**config.mk**
```make
export PLATFORM = sky130hd
export DESIGN_NAME = sdram_arbiter
export DESIGN_NICKNAME = d
export VERILOG_FILES = /design/src/rtl/sdram_arbiter.sv
export SDC_FILE = /design/constraint.sdc
export NUM_CORES = 1
export LEC_CHECK = 0
export CAP_MARGIN = 30
export CORE_MARGIN = 4
export CORE_UTILIZATION = 37
export CTS_CLUSTER_DIAMETER = 120
export DETAILED_ROUTE_END_ITERATION = 8
export HOLD_SLACK_MARGIN = 0.12
export PLACE_DENSITY = 0.89
export SKIP_LAST_GASP = 1
export SLEW_MARGIN = 40
export SYNTH_ARGS = -nofsm -noshare
export SYNTH_HDL_FRONTEND = slang
export SYNTH_SLANG_ARGS = --single-unit
```
**constraint.sdc**
```tcl
create_clock -name sdram_clk -period 2.1 [get_ports sdram_clk]
set_input_delay 0.315 -clock sdram_clk [delete_from_list [all_inputs] [get_ports sdram_clk]]
set_output_delay 0.315 -clock sdram_clk [all_outputs]
set_load 0.05 [all_outputs]
```
**src/rtl/sdram_arbiter.sv**
```systemverilog
// sdram_arbiter
//
// Central arbiter for the single SDRAM command/address bus. It shares the bus
// between the init, auto-refresh, write and read sub-modules. All traffic is
// held off until power-up initialization completes. After that, one requester
// is granted at a time by priority: refresh first, then write, then read. The
// granted requester's command, address and bank are muxed onto registered
// SDRAM pins.
//
// Optional build macro:
//   SDRAM_ARB_RR_EN - write and read share round-robin priority through a
//                     last-served flag. Refresh keeps absolute top priority.
//                     When the macro is undefined, write always wins over read.
//
// Ports:
//   sdram_clk, rst_n          clock and asynchronous active-low reset
//   init_done                 level, power-up init sequence complete
//   init_cmd, init_addr       init module command and address
//   aref_req, aref_done       refresh request level and finished pulse
//   aref_cmd                  refresh module command
//   aref_en                   refresh grant pulse
//   wr_req, wr_cmd, wr_addr,  write module request, command, address and bank
//   wr_ba
//   go_aref_wr, wr_done_all   write yield pulse and write complete pulse
//   wr_en                     write grant pulse
//   rd_req, rd_cmd, rd_addr,  read module request, command, address and bank
//   rd_ba
//   go_aref_rd, rd_done_all   read yield pulse and read complete pulse
//   rd_en                     read grant pulse
//   sdram_cmd, sdram_addr,    registered {CS_n,RAS_n,CAS_n,WE_n}, address and
//   sdram_ba                  bank driven to the SDRAM pins
//   arb_busy                  high whenever the arbiter is not idle

module sdram_arbiter #(
  parameter int unsigned ADDR_BITS = 12,
  parameter int unsigned BA_BITS   = 2
) (
  input  logic                 sdram_clk,
  input  logic                 rst_n,

  input  logic                 init_done,
  input  logic [3:0]           init_cmd,
  input  logic [ADDR_BITS-1:0] init_addr,

  input  logic                 aref_req,
  input  logic                 aref_done,
  input  logic [3:0]           aref_cmd,
  output logic                 aref_en,

  input  logic                 wr_req,
  input  logic [3:0]           wr_cmd,
  input  logic [ADDR_BITS-1:0] wr_addr,
  input  logic [BA_BITS-1:0]   wr_ba,
  input  logic                 go_aref_wr,
  input  logic                 wr_done_all,
  output logic                 wr_en,

  input  logic                 rd_req,
  input  logic [3:0]           rd_cmd,
  input  logic [ADDR_BITS-1:0] rd_addr,
  input  logic [BA_BITS-1:0]   rd_ba,
  input  logic                 go_aref_rd,
  input  logic                 rd_done_all,
  output logic                 rd_en,

  output logic [3:0]           sdram_cmd,
  output logic [ADDR_BITS-1:0] sdram_addr,
  output logic [BA_BITS-1:0]   sdram_ba,
  output logic                 arb_busy
);

  localparam logic [3:0] CmdNop = 4'b0111;

  typedef enum logic [2:0] {
    ArbInit  = 3'd0,
    ArbIdle  = 3'd1,
    ArbAref  = 3'd2,
    ArbWrite = 3'd3,
    ArbRead  = 3'd4
  } arb_state_e;

  arb_state_e state_q, state_d;

  logic                 aref_en_q, aref_en_d;
  logic                 wr_en_q,   wr_en_d;
  logic                 rd_en_q,   rd_en_d;

  logic [3:0]           cmd_q,  cmd_d;
  logic [ADDR_BITS-1:0] addr_q, addr_d;
  logic [BA_BITS-1:0]   ba_q,   ba_d;

  // Write wins the idle-state arbitration against read when this is high.
  logic                 wr_wins;

`ifdef SDRAM_ARB_RR_EN
  // High when write was the last of write/read to be granted. Resets to
  // "read served last" so that write wins the first tie.
  logic last_wr_q, last_wr_d;

  assign wr_wins = wr_req && (!rd_req || !last_wr_q);

  always_comb begin
    last_wr_d = last_wr_q;
    if (wr_en_d) begin
      last_wr_d = 1'b1;
    end else if (rd_en_d) begin
      last_wr_d = 1'b0;
    end
  end

  always_ff @(posedge sdram_clk or negedge rst_n) begin
    if (!rst_n) begin
      last_wr_q <= 1'b0;
    end else begin
      last_wr_q <= last_wr_d;
    end
  end
`else
  assign wr_wins = wr_req;
`endif

  // Next-state and pin mux. The mux is selected by the current state, so the
  // pins lag the muxed source by exactly one register stage in every state.
  always_comb begin
    state_d = state_q;
    cmd_d   = CmdNop;
    addr_d  = '0;
    ba_d    = '0;

    unique case (state_q)
      ArbInit: begin
        cmd_d  = init_cmd;
        addr_d = init_addr;
        if (init_done) begin
          state_d = ArbIdle;
        end
      end

      ArbIdle: begin
        if (aref_req) begin
          state_d = ArbAref;
        end else if (wr_wins) begin
          state_d = ArbWrite;
        end else if (rd_req) begin
          state_d = ArbRead;
        end
      end

      ArbAref: begin
        cmd_d = aref_cmd;
        if (aref_done) begin
          state_d = ArbIdle;
        end
      end

      ArbWrite: begin
        cmd_d  = wr_cmd;
        addr_d = wr_addr;
        ba_d   = wr_ba;
        // No preemption: refresh only gets in once the writer yields.
        if (wr_done_all || go_aref_wr) begin
          state_d = ArbIdle;
        end
      end

      ArbRead: begin
        cmd_d  = rd_cmd;
        addr_d = rd_addr;
        ba_d   = rd_ba;
        if (rd_done_all || go_aref_rd) begin
          state_d = ArbIdle;
        end
      end

      default: begin
        state_d = ArbIdle;
      end
    endcase
  end

  // Grant pulses are registered together with the state, so each is high for
  // the first cycle of the granted state only.
  always_comb begin
    aref_en_d = (state_q == ArbIdle) && (state_d == ArbAref);
    wr_en_d   = (state_q == ArbIdle) && (state_d == ArbWrite);
    rd_en_d   = (state_q == ArbIdle) && (state_d == ArbRead);
  end

  always_ff @(posedge sdram_clk or negedge rst_n) begin
    if (!rst_n) begin
      state_q   <= ArbInit;
      aref_en_q <= 1'b0;
      wr_en_q   <= 1'b0;
      rd_en_q   <= 1'b0;
      cmd_q     <= CmdNop;
      addr_q    <= '0;
      ba_q      <= '0;
    end else begin
      state_q   <= state_d;
      aref_en_q <= aref_en_d;
      wr_en_q   <= wr_en_d;
      rd_en_q   <= rd_en_d;
      cmd_q     <= cmd_d;
      addr_q    <= addr_d;
      ba_q      <= ba_d;
    end
  end

  assign aref_en    = aref_en_q;
  assign wr_en      = wr_en_q;
  assign rd_en      = rd_en_q;
  assign sdram_cmd  = cmd_q;
  assign sdram_addr = addr_q;
  assign sdram_ba   = ba_q;
  assign arb_busy   = (state_q != ArbIdle);

endmodule

```
# After elaboration in Yosys (flattened, before gate mapping)
# Index checks and enable logic that the tools add are counted.
# word_totals
ff_bits	24
out_inout_bits	22
in_bits	67
# classes
reduce_logical	6
eq_ne	8
muxes	11
# op_table
op	n
case mux 12 bit (3 select lines)	1
2-to-1 mux 3 bit	7
case mux 4 bit (4 select lines)	1
case mux 3 bit (5 select lines)	1
== test 3 x 2 -> 1 bit, second input constant	4
== test 3 bit, second input constant	2
case mux 2 bit (2 select lines)	1
== test 3 x 1 -> 1 bit, second input constant	1
logical AND 1 bit	3
zero test 3 bit	1
inequality test 3 x 1 -> 1 bit, second input constant	1
logical OR 1 bit	2

# Depth between registers and ports, before layout
# Gate-level depths: netlist (run 1).
# logic_depth
word_depth	6
ltp_mapped	6

# Worst setup path after synthesis (run 1)
# OpenSTA, ideal clock, no wires.
# synth_timing
path_kind	register -> register
startpoint	register state_q[2]
endpoint	register wr_en_q, in the netlist wr_en
path_stages_with_launch	5
path_buffers	1
arrival_ns	1.296
setup_slack_ns	0.713
setup_time_ns	0.090
path_cell_list	dfrtp_1 -> buf_2 -> nor3b_1 -> inv_1 -> nor3b_1
# synth_between
elab_chain_cells	6
elab_cells_between_ends	15
# synth_rtl
item	line_no	text
from (decl)	82	arb_state_e state_q, state_d;
from (signal assigned)	191	state_q <= ArbInit;
from (signal assigned)	199	state_q <= state_d;
2-to-1 mux 3 bit	144	end else if (rd_req) begin
2-to-1 mux 3 bit	142	end else if (wr_wins) begin
2-to-1 mux 3 bit	140	if (aref_req) begin
case mux 3 bit (5 select lines)	130	unique case (state_q)
== test 3 x 2 -> 1 bit	185	wr_en_d = (state_q == ArbIdle) && (state_d == ArbWrite);
logical AND 1 bit *	185	
via wr_en_d	85	logic wr_en_q, wr_en_d;
to (signal assigned)	201	wr_en_q <= wr_en_d;
to (decl)	85	
# The timed path passes the listed nets; every way through them passes the cells marked *.

# Final worst setup path (run 1)
# layout_timing
startpoint	register cmd_q[0], in the netlist sdram_cmd[0]
endpoint	output sdram_cmd[0]
# layout_rtl
item	line_no	text
from (decl)	88	logic [3:0] cmd_q, cmd_d;
from (signal assigned)	195	cmd_q <= CmdNop;
from (signal assigned)	203	cmd_q <= cmd_d;
to (decl)	66	output logic [3:0] sdram_cmd,
# No word-level cell between the ends.

==> results of run 1 <==
area by class of cell:
type                    instances  area share [%]
multi-input cells              61            25.5
inverters                       2           0.344
well taps                      44            2.52
flip-flops and latches         24            27.7
clock buffers                   3            1.03
clock inverters                 1            1.37
repair buffers                 90            41.5
cell families (layout without fill, tap and decap cells):
group / count (synthesis) / count (layout) / share of synthesized area [%]
buffers and inverters: 9 / 96 / 5.40
and+or+nand+nor: 17 / 17 / 8.45
DFF: 24 / 24 / 49.2
AOI/OAI and AO/OA: 25 / 25 / 21.4
muxes: 19 / 19 / 15.6
layer usage:
layer  vias to the layer above  wire [um]  global-route usage (%)
met1                       529       1330                    18.7
met3                         8        173                    2.39
met4                         0        112                    8.55
li1                        526          -                       -
met2                        50       2090                    35.4
met5                         -          0                       0
per-stage QoR:
stage          total power [mW]  util (%)  instance area, sq um  hold WS (ps)  setup WS (ps)
6_report                   2.72      70.4                  2180           329            147
5_1_grt                    2.86      70.4                  2180           336           72.8
4_1_cts                    2.74      70.4                  2180           333           83.2
3_5_place_dp               2.41      68.7                  2130           596            455
3_3_place_gp               2.37      68.7                  2130           584            502
2_1_floorplan              1.87         -                  1230          19.4            713
flip-flops by register name, indices dropped and copies added, names as in the netlist:
name	cells
aref_en	1
rd_en	1
sdram_addr	12
sdram_ba	2
sdram_cmd	4
state_q	3
wr_en	1
worst max path at each step:
stage | endpoint | slack (ps) | startpoint
2_1_floorplan | wr_en | 710 | state_q[2]
5_1_grt | sdram_cmd[0] | 70 | sdram_cmd[0]
4_1_cts | arb_busy | 80 | state_q[0]
3_3_place_gp | sdram_cmd[2] | 500 | sdram_cmd[2]
3_5_place_dp | arb_busy | 450 | state_q[0]
6_report | sdram_cmd[0] | 150 | sdram_cmd[0]
power groups by stage:
stage               logic (mW)  clock network [mW]  registers, mW
finish                    1.64               0.332          0.749
floorplan                0.571                   0           1.30
detailed placement        1.65                   0          0.758
CTS                       1.65               0.341          0.747
global placement          1.62                   0          0.748
global route              1.71               0.368          0.779
placed cells by master (no fill, tap or decap):
master,n
bufinv_16,1
and3_2,1
o311a_1,1
buf_4,2
and2_4,1
a21oi_1,1
buf_12,1
inv_1,2
nor2b_4,1
nor2b_1,1
o31ai_1,1
nor2_1,4
dfstp_2,3
nand2_1,2
clkdlybuf4s50_1,87
o21ai_0,3
mux2i_1,18
or2_2,1
and2_1,1
o22ai_1,1
dfrtp_1,20
o2bb2ai_2,10
a32o_1,2
clkbuf_4,3
mux2_2,1
nand3_1,2
o2bb2ai_1,2
dfrtp_2,1
a22oi_1,3
a2bb2oi_1,1
nor3b_1,3
==> reports/qor.yml, run 1 <==
p_switching_mw: 1.22
slew_viol_final: 0
drc_errors: 0
cts-root-buf: "clkbuf_4"
post-cts-setup-buffers: 0
place_inst: 221
ant_nets: 0
synth_flop_cell: "dfrtp_1"
wl_per_cell_um: 16.5
grt_pass1_vias: 1231
combPwrFrac_pct: 60.2
htree_levels: 1
final_cells: 225
io_pins: 89
vias: 1113
syn_to_final_growth_pct: 77.8
drt_iter0_markers: 21
num_rows: 20
cts_buffers: 3
initial_core_util_pct: 39.6
wirelength_mm: 3.71
synth-seq-area-share_pct: 49.2
tns_ps: 0
slowest_delay_ps: 790
reg2reg_depth: 4
ys_seq_elements: 24
cts_tree: "yes"
drive_gt1_share_pct: 14.4
coreArea_sq_um: 3100
hpwlAfterDp_mm: 3.11
ctsHoldBuffers: 0
yosysWarnings: 0
hold_class: "input pin to asynchronous set/reset pin"
cts.path.max_buffers: 2
powerDensity_nw_per_um2: 1240
synth_fp_nets: 161
yosys.area.top_type: "dfrtp_1"
port_buffers: 88
hold_viol_final: 0
routabilityCongestion: 0.837
die_w_um: 65.6
r2r-start: "state_q[2]"
cp_slowest_cell: "clkdlybuf4s50_1"
cp.depth: 1
synth_common_cells: "dfrtp_1, mux2i_1, o2bb2ai_2, buf_2, nor2_1"
endpoint_kind: "primary output"
cts_resized: 0
multiInputGateArea_sq_um: 558
grt_max_degree: 25
clkPwrFrac_pct: 12.2
ys_top_cells_by_area: "dfrtp_1, mux2i_1, o2bb2ai_2"
period_share_pct: 93.0
syn_area_sq_um: 1230
rr_endpoint: "sdram_ba[1]"
syn_area_per_cell_sq_um: 13.1
ff2ff_setup_slack_ps: 720
synth_cell_types: 29
grt_pass1_wl_mm: 5.89
synth_top_area_share_pct: 42.8
register_area_sq_um: 606
synth_edf_count: 0
grt-ovfl-total: 0
synthArstFlopShare_pct: 100
worst_skew_pair.late_latency_ps: 310
track_usage_pct: 18.2
worst_ep_required_time_ps: 1780
first_pass_iters: 4
crit_buf_inv: 1
worstPathCellList: "clkdlybuf4s50_1"
status: "completed"
vias_per_cell: 4.95
seqPwrFrac_pct: 27.6
n_antenna_cell: 0
cap_violations: 0
fin_nets: 249
p_leak_nw: 0.865
die_area_sq_um: 4310
critical_path_peak_fanout: 1
numClockSinks: 24
setup_viol: 0
die_y_um: 65.6
synth.most_common_cell: "dfrtp_1"
antenna_found_initial: 0
tightest_slew_ps: 532
fillCellCount: 253
clock-skew-final_ps: 9.20
setup.worst_path.start_class: "flip-flop"
slew_headroom_pct: 64.4
swShare_pct: 44.9
clock.fmax_mhz: 512
period_needed_ps: 1950
syn_inst: 94
cpLargestDelayFamily: "buffers and inverters"
path_class: "flip-flop to primary output"
arrival_ps: 1640
clk_pin_slew_ps: 140
intPower_mw: 1.50
rsz0062_at_grt: "false"
ir_drop_uv: 767
(Power assumes the default switching activity.)
==> run 2: changes to the inputs <==
PLACE_DENSITY = 0.9   (was 0.89)
==> reports/qor.yml, run 2 (synthesis results as in run 1) <==
grt-ovfl-total: 0  # unchanged
post-cts-setup-buffers: 0  # unchanged
final_cells: 227  # +0.89%
setup_viol: 0  # unchanged
initial_core_util_pct: 39.6  # unchanged
setup.worst_path.start_class: "flip-flop"
drc_errors: 0  # unchanged
worst_skew_pair.late_latency_ps: 310  # about the same
syn_to_final_growth_pct: 78.9
cpLargestDelayFamily: "buffers and inverters"
slowest_delay_ps: 800  # about the same
pre_cts_ws_ps: 483  # +27.8 ps
place_inst: 223  # +0.90%
path_class: "flip-flop to primary output"
cts-root-buf: "clkbuf_4"
cts.path.max_buffers: 2  # unchanged
hold_class: "input pin to asynchronous set/reset pin"
setup_slack_ps: 130  # -17.4 ps
stdcell_area_sq_um: 2200  # +0.63%
wirelength_mm: 3.65  # -1.5%
vias_per_cell: 4.92  # -0.61%
grt_max_degree: 25  # unchanged
cp_slowest_cell: "clkdlybuf4s50_1"
first_pass_iters: 4  # unchanged
wl_per_cell_um: 16.1  # -2.4%
critical_path_peak_fanout: 1  # unchanged
tightest_slew_ps: 524  # -8.34 ps
num_rows: 20  # unchanged
ir_drop_uv: 885  # +15%
fillCellCount: 250  # -1.2%
drt_iter0_markers: 12  # -43%
numClockSinks: 24  # unchanged
die_w_um: 65.6  # unchanged
antenna_found_initial: 0  # unchanged
slew_viol_final: 0  # unchanged
cap_violations: 0  # unchanged
fin_hold_ws_ps: 334  # +5.02 ps
final_common_cell: "clkdlybuf4s50_1"
clk_pin_slew_ps: 140  # about the same
layout_common_cells: "clkdlybuf4s50_1, dfrtp_1, mux2i_1, o2bb2ai_2"
grt_pass1_vias: 1267  # +2.9%
crit_buf_inv: 1  # unchanged
cts_buffers: 3  # unchanged
tns_ps: 0  # unchanged
period_needed_ps: 1970  # +17.4 ps
routabilityCongestion: 0.807  # -3.5%
htree_levels: 1  # unchanged
slew_headroom_pct: 65.0  # +0.56 points
die_area_sq_um: 4310  # unchanged
endpoint_kind: "primary output"
ff2ff_setup_slack_ps: 680  # -40 ps
hpwlAfterDp_mm: 3.06  # -1.6%
largest_reg_flops: 12  # unchanged
powerDensity_nw_per_um2: 1250  # +0.23%
ant_nets: 0  # unchanged
arrival_ps: 1660  # +20 ps
fin_util_pct: 70.8  # +0.44 points
cts_tree: "yes"
clock-skew-final_ps: 3.17  # -6.04 ps
rsz0062_at_grt: "false"
io_pins: 89  # unchanged
fin_nets: 251  # +0.80%
placed_cell_area_sq_um: 2150  # +0.70%
period_share_pct: 93.8  # +0.83 points
worst_ep_required_time_ps: 1780  # about the same
grt_pass1_wl_mm: 5.99  # +1.8%
coreArea_sq_um: 3100  # unchanged
cts_resized: 0  # unchanged
ctsHoldBuffers: 0  # unchanged
power_mw: 2.74  # +0.87%
n_antenna_cell: 0  # unchanged
vias: 1116  # +0.27%
p_leak_nw: 0.876  # +1.3%
status: "completed"
port_buffers: 88  # unchanged
hold_viol_final: 0  # unchanged
track_usage_pct: 18.2  # +0.046 points
die_y_um: 65.6  # unchanged
drive_gt1_share_pct: 14.8  # +0.39 points
worstPathCellList: "clkdlybuf4s50_1"
clock.fmax_mhz: 507  # -0.88%
run 2: routing by layer:
| metal | vias up | GRT usage (%) | part of all wire [%] |
|---|---|---|---|
| met2 | 47 | 34.9 | 57 |
| met3 | 8 | 4.27 | 7.2 |
| li1 | 530 | - | - |
| met1 | 531 | 18.3 | 33 |
| met4 | 0 | 8.03 | 2.7 |
| met5 | - | 0 | 0 |
run 2: layout make-up:
| class | count | area (sq um) | share of cell area (%) |
|---|---|---|---|
| multi-input cells | 61 | 558 | 25.4 |
| clock buffers | 3 | 22.5 | 1.02 |
| inverters | 2 | 7.51 | 0.341 |
| flip-flops and latches | 24 | 604 | 27.5 |
| repair buffers | 92 | 921 | 41.9 |
| clock inverters | 1 | 30.0 | 1.37 |
| well taps | 44 | 55.1 | 2.50 |
run 2: final timing paths:
kind	endpoint	depth (start not counted)	startpoint
worst max-delay path	sdram_cmd[1]	1	sdram_cmd[1]
worst min-delay path	sdram_addr[0]	2	rst_n
worst max register to register	state_q[0]	4	state_q[0]
worst min register to register	state_q[1]	1	state_q[1]
max in group asynchronous	sdram_cmd[1]	2	rst_n
min in group sdram_clk	sdram_addr[11]	2	wr_addr[11]
run 2: report_power, final:
part	internal [mW]	switching [mW]	leakage, nW
combinational	0.666	1.03	0.542
sequential	0.652	0.0624	0.306
clock	0.193	0.142	0.0279
total	1.51	1.23	0.876
==> run 3: changes to the inputs <==
CORE_UTILIZATION = 34   (was 37)
PLACE_DENSITY = 0.84   (was 0.9)
clock period = 2 ns   (was 2.1 ns; I/O delays follow)
==> reports/qor.yml, run 3 (synthesis results as in run 1) <==
fin_nets: 251  # unchanged
cts.path.max_buffers: 2  # unchanged
clk_pin_slew_ps: 150  # about the same
cp_slowest_cell: "clkdlybuf4s50_1"
num_rows: 21  # +5.0%
coreArea_sq_um: 3420  # +10%
wl_per_cell_um: 16.2  # +0.81%
port_buffers: 88  # unchanged
crit_start: "sdram_cmd[0]"
initial_core_util_pct: 36.0  # -3.6 points
worstPathCellList: "clkdlybuf4s50_1"
routabilityCongestion: 0.709  # -12%
clock-skew-final_ps: 20.2  # +17.0 ps
grt_pass1_wl_mm: 5.22  # -13%
ant_nets: 0  # unchanged
tightest_slew_ps: 580  # +56.2 ps
first_pass_iters: 2  # -2
slew_headroom_pct: 61.2  # -3.8 points
register_area_sq_um: 604  # unchanged
setup.worst_path.start_class: "flip-flop"
final_common_cell: "clkdlybuf4s50_1"
die_w_um: 68.1  # +3.8%
drc_errors: 0  # unchanged
wirelength_mm: 3.72  # +1.7%
ff2ff_setup_slack_ps: 570  # -110 ps
rsz0062_at_grt: "false"
rr_endpoint: "state_q[0]"
r2r-start: "state_q[1]"
tns_ps: 0  # unchanged
cts_tree: "yes"
grt-ovfl-total: 0  # unchanged
grt_pass1_vias: 1103  # -13%
drive_gt1_share_pct: 15.3  # +0.55 points
reg2reg_depth: 3  # -1
io_pins: 89  # unchanged
cp-endpoint: "sdram_cmd[0]"
die_y_um: 68.1  # +3.8%
period_needed_ps: 1930
slowest_delay_ps: 790  # about the same
cap_violations: 0  # unchanged
fillCellCount: 287  # +15%
antenna_found_initial: 0  # unchanged
crit_buf_inv: 1  # unchanged
numClockSinks: 24  # unchanged
largest_reg_flops: 12  # unchanged
layout_common_cells: "clkdlybuf4s50_1, dfrtp_1, mux2i_1, o2bb2ai_2"
arrival_ps: 1630  # -30 ps
critical_path_peak_fanout: 1  # unchanged
status: "completed"
slew_viol_final: 0  # unchanged
fin_hold_ws_ps: 323  # -11.7 ps
setup_viol: 0  # unchanged
vias: 1113  # -0.27%
pre_cts_ws_ps: 407  # -75.6 ps
p_leak_nw: 0.872  # -0.49%
ir_drop_uv: 691  # -22%
powerDensity_nw_per_um2: 1270  # +2.2%
track_usage_pct: 15.1  # -3.1 points
drt_iter0_markers: 51  # +39
vias_per_cell: 4.86  # -1.1%
clock.fmax_mhz: 518
worst_skew_pair.late_latency_ps: 320  # about the same
hpwlAfterDp_mm: 3.02  # -1.2%
setup_slack_ps: 70.3  # -59.2 ps
post-cts-setup-buffers: 0  # unchanged
path_class: "flip-flop to primary output"
n_antenna_cell: 0  # unchanged
syn_to_final_growth_pct: 78.2
multiInputGateArea_sq_um: 563  # +0.90%
cp.depth: 1  # unchanged
htree_levels: 1  # unchanged
cts-root-buf: "clkbuf_4"
power_mw: 2.79  # +1.8%
endpoint_kind: "primary output"
worst_ep_required_time_ps: 1700  # -80 ps
hold_class: "input pin to asynchronous set/reset pin"
hold_viol_final: 0  # unchanged
period_share_pct: 96.5
grt_max_degree: 25  # unchanged
cpLargestDelayFamily: "buffers and inverters"
die_area_sq_um: 4640  # +7.7%
cts_buffers: 3  # unchanged
[run 3: how the worst min path moves through the flow]
stage / start / to / slack [ps]
2_1_floorplan: rst_n / aref_en / 4
3_3_place_gp: state_q[1] / state_q[1] / 590
3_5_place_dp: state_q[1] / state_q[1] / 600
4_1_cts: rst_n / sdram_addr[3] / 340
5_1_grt: rst_n / sdram_addr[3] / 350
6_report: rst_n / sdram_addr[3] / 320
[run 3: timing repair]
item	4_1_cts	5_1_grt
endpoints found under the hold margin	0	0
resized for setup	0	1
hold buffers	0	0
endpoints found under the setup margin	0	1
[run 3: final cells by class]
| type | instances | share of cell area (%) |
|---|---|---|
| well taps | 46 | 2.63 |
| multi-input cells | 61 | 25.7 |
| inverters | 2 | 0.343 |
| repair buffers | 92 | 42.1 |
| flip-flops and latches | 24 | 27.6 |
| clock buffers | 4 | 1.66 |
[run 3: stage by stage]
step	area (sq um)	std cells	utilization [%]
2_1_floorplan	1230	94	-
3_3_place_gp	2150	225	62.9
3_5_place_dp	2150	225	62.9
4_1_cts	2180	229	64.0
5_1_grt	2190	229	64.1
6_report	2190	229	64.1
[run 3: per-layer routing]
metal / wire length [um] / vias to the layer above / GRT usage, %
li1: - / 531 / -
met1: 1460 / 536 / 18.2
met2: 2010 / 42 / 27.8
met3: 203 / 4 / 1.64
met4: 42 / 0 / 4.47
met5: 0 / - / 0
[run 3: report_power, final]
part	switching (mW)	internal, mW	leakage, nW
sequential	0.0788	0.685	0.306
clock	0.149	0.111	0.0210
combinational	1.06	0.703	0.545
==> RTL change: new RTL, config.mk and constraints of run 3 <==
The 5 states of `arb_state_e` get a one-hot encoding in 5 bits.
--- a/src/rtl/sdram_arbiter.sv
+++ b/src/rtl/sdram_arbiter.sv
@@ -71,12 +71,12 @@
 
   localparam logic [3:0] CmdNop = 4'b0111;
 
-  typedef enum logic [2:0] {
-    ArbInit  = 3'd0,
-    ArbIdle  = 3'd1,
-    ArbAref  = 3'd2,
-    ArbWrite = 3'd3,
-    ArbRead  = 3'd4
+  typedef enum logic [4:0] {
+    ArbInit  = 5'b00001,
+    ArbIdle  = 5'b00010,
+    ArbAref  = 5'b00100,
+    ArbWrite = 5'b01000,
+    ArbRead  = 5'b10000
   } arb_state_e;
 
   arb_state_e state_q, state_d;
Formal check against the unedited RTL: no difference found for any inputs over 10 cycles, from zero or initial values and one cycle with rst_n low; not proved beyond that.
==> RTL change against run 3 <==
Sequential cell count increased by 2. Final cell count increased by 11%. Register-to-register slack got worse by 40 ps. Area after synthesis increased by 6.2%. Sequential power decreased by 7.3%. Clock skew decreased by 14 ps. Design area increased by 3.6%. First-iteration DRC count increased by 5.9%. Wire length decreased by 2.9%. Total power decreased by 29%. Setup slack improved by 48 ps. Largest power group unchanged. Highest routed layer is now met3.
==> RTL change: results (changes against run 3) <==
- Outcome: complete, no violations (unchanged).
- The average routed wire per standard cell is 14.15 microns (was 16.23 microns).
- The worst IR drop on VDD was 0.3005 mV (was 0.6905 mV).
- Top area cells in the synthesized netlist: sky130_fd_sc_hd__dfrtp_1, sky130_fd_sc_hd__a22oi_2, sky130_fd_sc_hd__dfstp_2, sky130_fd_sc_hd__a22oi_1, sky130_fd_sc_hd__nand2_1 (was sky130_fd_sc_hd__dfrtp_1, sky130_fd_sc_hd__mux2i_1, sky130_fd_sc_hd__o2bb2ai_2, sky130_fd_sc_hd__dfstp_2, sky130_fd_sc_hd__a22oi_1).
- The half-perimeter wire length after detailed placement is 2927 microns (was 3025 microns).
- The routability-driven placement congestion ratio is 0.8254 (was 0.7091).
- The total area of multi-input combinational cells is 568.0 sq um (was 563.0 sq um).
- The worst setup slack before clock tree synthesis came to 413.3 ps (was 407.2 ps).
- The pin count of the biggest net entering global routing is 27 (was 25).
- The root buffer cell is sky130_fd_sc_hd__clkbuf_8 (was sky130_fd_sc_hd__clkbuf_4).
- The filler cell count is 338 (was 287).
- The met1 global-route usage is 17.35% (was 18.25%).
- The number of ordinary inverters in the final layout is 3 (was 2).
- The hold slack is 408.3 ps (was 322.5 ps).
- The portion of the layout cell area used by clock cells is 1.986% (was 1.657%).
- The insertion delay of the later-clocked pin in the worst-skew pair came to 270 ps (was 320 ps).
- The non-clock buffer count in the final layout is 93 (was 92).
- The total via count after detailed routing is 1197 (was 1113).
- The fraction of layout instances using a drive strength above 1 is 15.94% (was 15.30%).
- The number of distinct standard cells referenced by the synthesized netlist came to 31 (was 29).
- The part of the power in combinational logic was 49.0% (was 63.3%).
- The cell area after placement is 2223 sq um (was 2148 sq um).
- The number of nets in the final layout is 275 (was 251).
- The global-route usage over all layers is 14.19% (was 15.08%).
- The cell-internal power is 1183 uW (was 1499 uW).
- The portion of the post-synthesis area used by sequential elements is 50.24% (was 49.19%).
- The total length of routed met2 wires is 1757 microns (was 2010 microns).
- The data arrival at the endpoint of the critical path was 1580 ps (was 1630 ps).
- The largest clock skew in the final design is 6.594 ps (was 20.16 ps).
- The routed length on met1 is 1520 microns (was 1459 microns).
- Most numerous cell types in the synthesized netlist: sky130_fd_sc_hd__nand2_1, sky130_fd_sc_hd__dfrtp_1, sky130_fd_sc_hd__a22oi_1 (was sky130_fd_sc_hd__dfrtp_1, sky130_fd_sc_hd__mux2i_1, sky130_fd_sc_hd__o2bb2ai_2).
- The uppermost signal routing layer after detailed routing is met3 (was met4).
- The global-route track usage on met2 is 24.66% (was 27.80%).
- The met3 track demand over resource in global routing is 4.029% (was 1.642%).
- The leakage dissipation came to 0.0009881 uW (was 0.0008716 uW).
- The number of DRC violations after detailed-routing iteration 0 is 54 (was 51).
- The number of detailed-route iterations in the first pass is 4 (was 2).
- The post-synthesis net count is 183 (was 161).
RTL change: cell families (layout without fill, tap and decap cells):
kind of cell,after synthesis,count (layout),synth area share (%)
and+or+nand+nor,49,49,20.81
buffers and inverters,9,100,6.231
DFF,26,26,50.24
AOI/OAI and AO/OA,31,31,22.05
xor gates and xnor gates,1,1,0.6713
RTL change: how the worst max path moves through the flow:
| stage | from | end | cells after the start | slack, ps |
|---|---|---|---|---|
| 6_report | sdram_cmd[0] | sdram_cmd[0] | 1 | 120 |
| 5_1_grt | sdram_cmd[0] | sdram_cmd[0] | 1 | 80 |
| 4_1_cts | sdram_cmd[0] | sdram_cmd[0] | 1 | 110 |
| 3_5_place_dp | sdram_cmd[0] | sdram_cmd[0] | 1 | 410 |
| 3_3_place_gp | sdram_cmd[1] | sdram_cmd[1] | 1 | 420 |
| 2_1_floorplan | state_q[4] | state_q[4] | 4 | 600 |
